**src/rtl/tanh_arbiter.sv**
```systemverilog
// tanh_arbiter: round-robin / fixed-priority sharing of one tanh unit among N
// requesters. It captures the winner's operand, runs the Start/Ready
// handshake and returns the registered result with a one-cycle done pulse.
// Optional feature macro: TANH_ARB_RR_EN (defined = round-robin,
// undefined = fixed priority, lowest index wins).
module tanh_arbiter #(
  parameter int N = 4,
  parameter int W = 16
) (
  input  logic           clk,
  input  logic           rst,
  input  logic [N-1:0]   req,
  input  logic [N*W-1:0] x_in,
  output logic [N-1:0]   gnt,
  output logic [N-1:0]   done,
  output logic [W-1:0]   r_out,
  output logic [2:0]     r_id,
  output logic           busy,
  output logic           t_start,
  output logic [W-1:0]   t_xBus,
  input  logic           t_ready,
  input  logic [W-1:0]   t_rBus
);

  typedef enum logic [2:0] {
    IDLE     = 3'd0,
    START    = 3'd1,
    WAITBUSY = 3'd2,
    WAITDONE = 3'd3,
    DONE     = 3'd4
  } state_t;

  state_t         state_reg, state_next;
  logic [N-1:0]   gnt_reg, done_reg;
  logic [W-1:0]   r_out_reg, xreg_reg;
  logic [2:0]     r_id_reg, win_reg;
  logic [2:0]     search_base;
  logic [7:0]     req_pad;
  logic           sel_valid;
  logic [2:0]     sel_idx;
  logic [N-1:0]   sel_onehot;
  logic           grant_go, result_go;
  logic [W-1:0]   x_arr [8];

  // Pad requests to 8 entries so a 3-bit index always selects in range.
  assign req_pad = 8'(req);

  genvar gi;
  generate
    for (gi = 0; gi < 8; gi++) begin : g_xslice
      if (gi < N) begin : g_used
        assign x_arr[gi] = x_in[gi*W +: W];
      end else begin : g_unused
        assign x_arr[gi] = '0;
      end
    end
    for (gi = 0; gi < N; gi++) begin : g_onehot
      assign sel_onehot[gi] = (sel_idx == 3'(gi));
    end
  endgenerate

`ifdef TANH_ARB_RR_EN
  logic [2:0] ptr_reg;
  assign search_base = ptr_reg;

  // Round-robin pointer: remembers the last served requester.
  always_ff @(posedge clk or negedge rst) begin
    if (!rst)
      ptr_reg <= 3'(N-1);
    else if (state_reg == DONE)
      ptr_reg <= win_reg;
  end
`else
  // Fixed priority is a search that always starts just after N-1, i.e. at 0.
  assign search_base = 3'(N-1);
`endif

  // Winner search: first asserted request after search_base, wrapping mod N.
  always_comb begin
    logic [3:0] cand;
    sel_valid = 1'b0;
    sel_idx   = 3'd0;
    cand      = 4'd0;
    for (int k = 1; k <= N; k++) begin
      cand = {1'b0, search_base} + 4'(k);
      if (cand >= 4'(N))
        cand = cand - 4'(N);
      if (!sel_valid && req_pad[cand[2:0]]) begin
        sel_valid = 1'b1;
        sel_idx   = cand[2:0];
      end
    end
  end

  // State register.
  always_ff @(posedge clk or negedge rst) begin
    if (!rst)
      state_reg <= IDLE;
    else
      state_reg <= state_next;
  end

  // Next-state logic and state-decoded outputs.
  always_comb begin
    state_next = state_reg;
    grant_go   = 1'b0;
    result_go  = 1'b0;
    busy       = 1'b1;
    t_start    = 1'b0;
    case (state_reg)
      IDLE: begin
        busy = 1'b0;
        if (sel_valid && t_ready) begin
          grant_go   = 1'b1;
          state_next = START;
        end
      end
      START: begin
        t_start    = 1'b1;
        state_next = WAITBUSY;
      end
      WAITBUSY: begin
        if (!t_ready)
          state_next = WAITDONE;
      end
      WAITDONE: begin
        if (t_ready) begin
          result_go  = 1'b1;
          state_next = DONE;
        end
      end
      DONE: begin
        state_next = IDLE;
      end
      default: begin
        busy       = 1'b0;
        state_next = IDLE;
      end
    endcase
  end

  // Grant/operand capture, result capture and done pulse generation.
  always_ff @(posedge clk or negedge rst) begin
    if (!rst) begin
      gnt_reg   <= '0;
      done_reg  <= '0;
      r_out_reg <= '0;
      r_id_reg  <= 3'd0;
      xreg_reg  <= '0;
      win_reg   <= 3'd0;
    end else begin
      done_reg <= '0;
      if (grant_go) begin
        gnt_reg  <= sel_onehot;
        win_reg  <= sel_idx;
        xreg_reg <= x_arr[sel_idx];
      end
      if (result_go) begin
        r_out_reg <= t_rBus;
        r_id_reg  <= win_reg;
        done_reg  <= gnt_reg;
      end
      if (state_reg == DONE)
        gnt_reg <= '0;
    end
  end

  assign gnt    = gnt_reg;
  assign done   = done_reg;
  assign r_out  = r_out_reg;
  assign r_id   = r_id_reg;
  assign t_xBus = xreg_reg;

endmodule

```
**config.mk**
```make
export PLATFORM = sky130hd
export DESIGN_NAME = tanh_arbiter
export DESIGN_NICKNAME = d
export VERILOG_FILES = /design/src/rtl/tanh_arbiter.sv
export SDC_FILE = /design/constraint.sdc
export NUM_CORES = 1
export LEC_CHECK = 0
export CORE_ASPECT_RATIO = 0.7
export CORE_MARGIN = 3
export CORE_UTILIZATION = 35
export DETAILED_ROUTE_END_ITERATION = 10
export DONT_BUFFER_PORTS = 1
export SYNTH_ARGS = -nofsm -noshare
export SYNTH_HDL_FRONTEND = slang
export SYNTH_SLANG_ARGS = --single-unit
```
**constraint.sdc**
```tcl
create_clock -name clk -period 3.6 [get_ports clk]
set_input_delay 0.36 -clock clk [delete_from_list [all_inputs] [get_ports clk]]
set_output_delay 0.36 -clock clk [all_outputs]
set_load 0.05 [all_outputs]
```
==> Word-level counts from Yosys, hierarchy flattened <==
Index checks and enable logic that the tools add are counted.
{ "totals": {"wordCells": 54, "input_bits": 87, "reg_bits": 49, "out_inout_bits": 45} }
{ "op_classes": {"n_eq_ne": 10, "mux": 23, "reduce_logical": 12, "n_bitwise": 1, "order_cmp": 1} }
{ "ops": {"columns": ["cell", "count"], "rows": [
  ["$bmux W16 S3", 1],
  ["$mux W16", 2],
  ["$eq A3 B2 Y1 const B", 4],
  ["$mux W4", 3],
  ["$pmux W3 S4", 1],
  ["$mux W1", 11],
  ["$mux W3", 3],
  ["$eq A3 B1 Y1 const B", 2],
  ["$logic_not A3 Y1", 2],
  ["$ne A2 B2 Y1 const B", 3],
  ["$ge A4 B4 Y1 const B", 1],
  ["$logic_and A1 B1 Y1", 4],
  ["$mux W2", 2],
  ["$not A2 Y4", 1],
  ["$reduce_or A4 Y1", 1],
  ["$eq A3 B3 Y1 const B", 1],
  ["$logic_not A1 Y1", 3],
  ["$reduce_and A3 Y1", 1],
  ["$reduce_bool A2 Y1", 1]
]} }

==> Longest topological paths before layout <==
{ "depth": {"ltp_word": 15, "ltp_mapped": 6, "ltp_nobuf": 4} }

==> Worst setup path after synthesis <==
No wires, ideal clock.
{ "synth_path": {"path_kind": "register to output", "from": "reg state_reg[2]", "to": "out t_start", "t_arrival_ns": 1.704, "path_stages_with_launch": 3, "path_buffers": 1, "setup_slack_ns": 1.536, "required_time_ns": 3.240, "cell_sequence": "dfrtp_1 -> clkbuf_1 -> nor3b_1"} }
{ "synth_via": {"elab_chain_cells": 2} }
{ "synth_lines": {"columns": ["item", "line_no", "source"], "rows": [
  ["start: declaration", "33", "state_t state_reg, state_next;"],
  ["start signal: assignment", "100", "state_reg <= state_next;"],
  ["$eq A3 B1 Y1", "110", "case (state_reg)"],
  ["$mux W1", "110", null],
  ["end: declaration", "19", "output logic t_start,"]
]} }
Every way passes these cells.

==> Worst setup path after layout <==
Same ends and word-level chain as after synthesis.

==> results_tabular.tex <==
\begin{tabular}{lr}
\hline
Metric & Value \\
\hline
\multicolumn{2}{l}{\textbf{Routing}} \\
\quad DRT Wirelength & 6.999 mm \\
\quad Avg Vias per Cell & 5.774 \\
\quad Vias after detailed routing & 2021 \\
\quad Drt initial violations & 85 \\
\quad TritonRoute pass-1 iters & 6 \\
\quad Drt wl/cell & 20.00 um \\
\quad Routed Antenna Nets & 0 \\
\quad Remaining design rule violation count & 0 \\
\multicolumn{2}{l}{\textbf{Worst setup path}} \\
\quad Crit path required time & 3.24 ns \\
\quad Critical path fanouts, max & 8 \\
\quad Cells on worst reg2reg path & 4 \\
\quad Slowest stage cell on the critical path & sky130\_fd\_sc\_hd\_\_nor3b\_2 \\
\quad Worst Setup End Kind & primary output \\
\quad Max stage delay on crit path & $\sim$0.77 ns \\
\quad Top cell family by delay on the critical path & simple AND/OR/NAND/NOR gates \\
\quad Crit start category & flip-flop \\
\quad Buffers and inverters on the worst path & 0 \\
\quad Cells along the critical path & nor3b\_2 \\
\quad Kind of critical path & flip-flop to primary output \\
\quad Number of cells on the critical path & 1 \\
\quad Worst endpoint data arrival time & 1.54 ns \\
\multicolumn{2}{l}{\textbf{Clocking}} \\
\quad Count of cells resized by post-cts repair & 0 \\
\quad Root cell of the clock tree & sky130\_fd\_sc\_hd\_\_clkbuf\_8 \\
\quad Bufs on Longest Clock Path & 2 \\
\quad Number of hold-repair buffers added at the cts stage & 2 \\
\quad Worst-skew pair later-pin latency & 0.29 ns \\
\quad CTS Sinks & 47 \\
\quad CTS buffer count & 5 \\
\quad Maximum level of the CTS H-tree & 2 \\
\quad TritonCTS clock tree & done \\
\quad Clock-pin slew on the worst setup and hold paths & 0.09 ns \\
\quad Buffer count from post-CTS setup fixing & 0 \\
\multicolumn{2}{l}{\textbf{STA}} \\
\quad Worst-margin pin slew & 0.9870 ns \\
\quad Count of endpoints failing setup in the final report & 0 \\
\quad Crit share post-route & 0.5280 \\
\quad Normalized max-slew margin & 0.3369 \\
\quad Crit path setup slack, layout & 1.699 ns \\
\quad Setup repair after global routing missed its margin & false \\
\quad Worst Skew & about 0.0077 ns \\
\quad Final Hold Violating Endpoints & 0 \\
\quad Count of final max-slew check failures & 0 \\
\quad Sum of negative setup slack & 0 ns \\
\quad Highest achievable clock rate & roughly 0.53 GHz \\
\quad Shortest period the worst path allows & 1.901 ns \\
\multicolumn{2}{l}{\textbf{Synth}} \\
\quad Count of mapped cells out of synthesis & 271 \\
\quad Cell variety after synth & 35 \\
\quad Portion of the post-synthesis area used by sequential elements & 0.4733 \\
\quad Total standard cell area after synthesis & around 2500 um2 \\
\quad Leading post-synthesis cells by cell area & sky130\_fd\_sc\_hd\_\_dfrtp\_1, sky130\_fd\_sc\_hd\_\_nand2\_1, sky130\_fd\_sc\_hd\_\_a31oi\_1, sky130\_fd\_sc\_hd\_\_a21o\_1, sky130\_fd\_sc\_hd\_\_a21oi\_1 \\
\quad Number of warnings reported in the yosys synthesis log & 0 \\
\quad Avg Cell Area, Syn & just over 9 um2 \\
\quad Area leader, netlist & sky130\_fd\_sc\_hd\_\_dfrtp\_1 \\
\quad Yosys top cell area share & 0.4733 \\
\quad Count of state elements after synthesis & 47 \\
\quad Post-synthesis net count & 358 \\
\multicolumn{2}{l}{\textbf{Global route}} \\
\quad Pin count of the biggest net entering global routing & 48 \\
\quad Grt ovf & 0 \\
\quad Gr usage total & 0.1702 \\
\quad Antenna violations before repair & 1 \\
\quad Vias in the first global route & 2049 \\
\quad Global-route wire length before repair & 11.12 mm \\
\multicolumn{2}{l}{\textbf{Power}} \\
\quad Leakage power of the design & 1.176 nW \\
\quad Power per standard cell area & roughly 960 nW/um2 \\
\quad Maximum ir drop on the vdd rail & 0.3771 mV \\
\multicolumn{2}{l}{\textbf{Placed design}} \\
\quad Number of I/O port buffers & 0 \\
\quad Estimated wirelength of the detail-placed design & 5.009 mm \\
\quad Final GP Congestion & 0.7352 \\
\quad DP Worst Slack & 1.781 ns \\
\multicolumn{2}{l}{\textbf{Floorplanning}} \\
\quad Chip Width & 106.7 um \\
\quad Initial cell density of the core & 0.3644 \\
\quad Boundary pin count & 132 \\
\quad Core Box Area & a little under 7000 um2 \\
\quad Number of standard-cell rows in the floorplan & 25 \\
\quad Die span in y & 76.50 um \\
\quad Total die area & 8163 um2 \\
\multicolumn{2}{l}{\textbf{Finish}} \\
\quad Most used cells in the layout excluding fill and tap cells & sky130\_fd\_sc\_hd\_\_nand2\_1, sky130\_fd\_sc\_hd\_\_dfrtp\_1, sky130\_fd\_sc\_hd\_\_a31oi\_1, sky130\_fd\_sc\_hd\_\_a21oi\_1, sky130\_fd\_sc\_hd\_\_a21o\_1 \\
\quad Total inserted antenna cells & 0 \\
\quad Net count, final & $\sim$340 \\
\quad Number of fill cells & $\sim$710 \\
\quad Share of layout cells above drive strength 1 & 0.07031 \\
\quad Area growth, synth to finish & 6.193\% \\
\quad Most common cell after layout, fill and taps aside & sky130\_fd\_sc\_hd\_\_nand2\_1 \\
\multicolumn{2}{l}{\textbf{Min path}} \\
\quad Cell depth of the worst min-delay path & 2 \\
\quad Type of the tightest min-delay check & input port to flip-flop \\
\multicolumn{2}{l}{\textbf{Flow run}} \\
\quad Max capacitance violation total & 0 \\
\multicolumn{2}{l}{\textbf{Run status}} \\
\quad Outcome & finished clean \\
\hline
\end{tabular}
==> synthesized netlist by cell type (all sizes together) <==
cell / instances
nor4b: 7
and3: 1
or4: 1
nand2: 55
nor4bb: 6
nand3: 3
and2: 5
dfrtp: 47
or3b: 1
xnor2: 1
o211ai: 1
a21oi: 19
o221ai: 10
nand2b: 2
clkbuf: 21
a221oi: 1
nor3b: 1
clkinv: 1
a31oi: 22
nor3: 2
nand4b: 2
nor2: 3
inv: 3
mux2: 1
and3b: 10
o22ai: 6
a21o: 16
o21ai: 15
conb: 1
buf: 7
==> logic make-up (layout without fill, tap and decap cells) <==
kind of cell / Yosys count / in the layout / share of synthesized area
XOR/XNOR: 1 / 1 / 0.003525
multiplexers: 1 / 1 / 0.006041
flip-flops: 47 / 47 / 0.4733
AO/OA/AOI/OAI: 90 / 90 / 0.2291
AND/OR/NAND/NOR: 99 / 99 / 0.2236
other: 1 / 1 / 0.001509
buffers and inverters: 32 / 17 / 0.06294
==> stage by stage <==
step	instances	hold slack (ns)	power (mW)	instance area, um2	utilization
after floorplan	271	0.06441	2.032	2485	-
after global placement	340	0.06554	2.168	2497	0.3662
after detailed placement	340	0.06543	2.182	2497	0.3662
after CTS	350	0.1530	2.552	2639	0.3870
after global routing	350	0.1581	2.682	2639	0.3870
final	350	0.1663	2.524	2639	0.3870
==> report_power, final <==
group	total [mW]	internal, mW	switching [mW]
Combinational	0.495	0.203	0.292
Sequential	1.68	0.741	0.935
Clock	0.353	0.175	0.178
Total	2.52	1.12	1.41
==> worst paths after layout <==
kind / slack [ns] / from / to
setup / recovery: 1.70 / state_reg[2] / t_start
hold / removal: 0.17 / t_rBus[3] / r_out[3]
setup reg to reg: 1.78 / state_reg[2] / win_reg[0]
hold reg to reg: 0.55 / win_reg[0] / r_id[0]
max in group asynchronous: 2.80 / rst / r_out[14]
min in group asynchronous: 0.58 / rst / r_out[9]
==> routing by layer <==
metal,vias to the layer above,global-route usage,part of all wire
li1,948,-,-
met1,961,0.2371,0.44
met2,104,0.2513,0.44
met3,6,0.07959,0.12
met4,2,0.01533,0.0041
met5,-,0,0.0019
==> final cells by class <==
class / count / area, um2 / share of cell area
clock buffers: 7 / 96.34 / 0.03651
inverters: 4 / 15.01 / 0.005690
multi-input cells: 192 / 1166 / 0.4419
repair buffers: 5 / 60.06 / 0.02276
well taps: 94 / 117.6 / 0.04457
flip-flops and latches: 47 / 1176 / 0.4457
clock inverters: 1 / 7.507 / 0.002845
No activity file was read; power rests on OpenSTA's default activity.
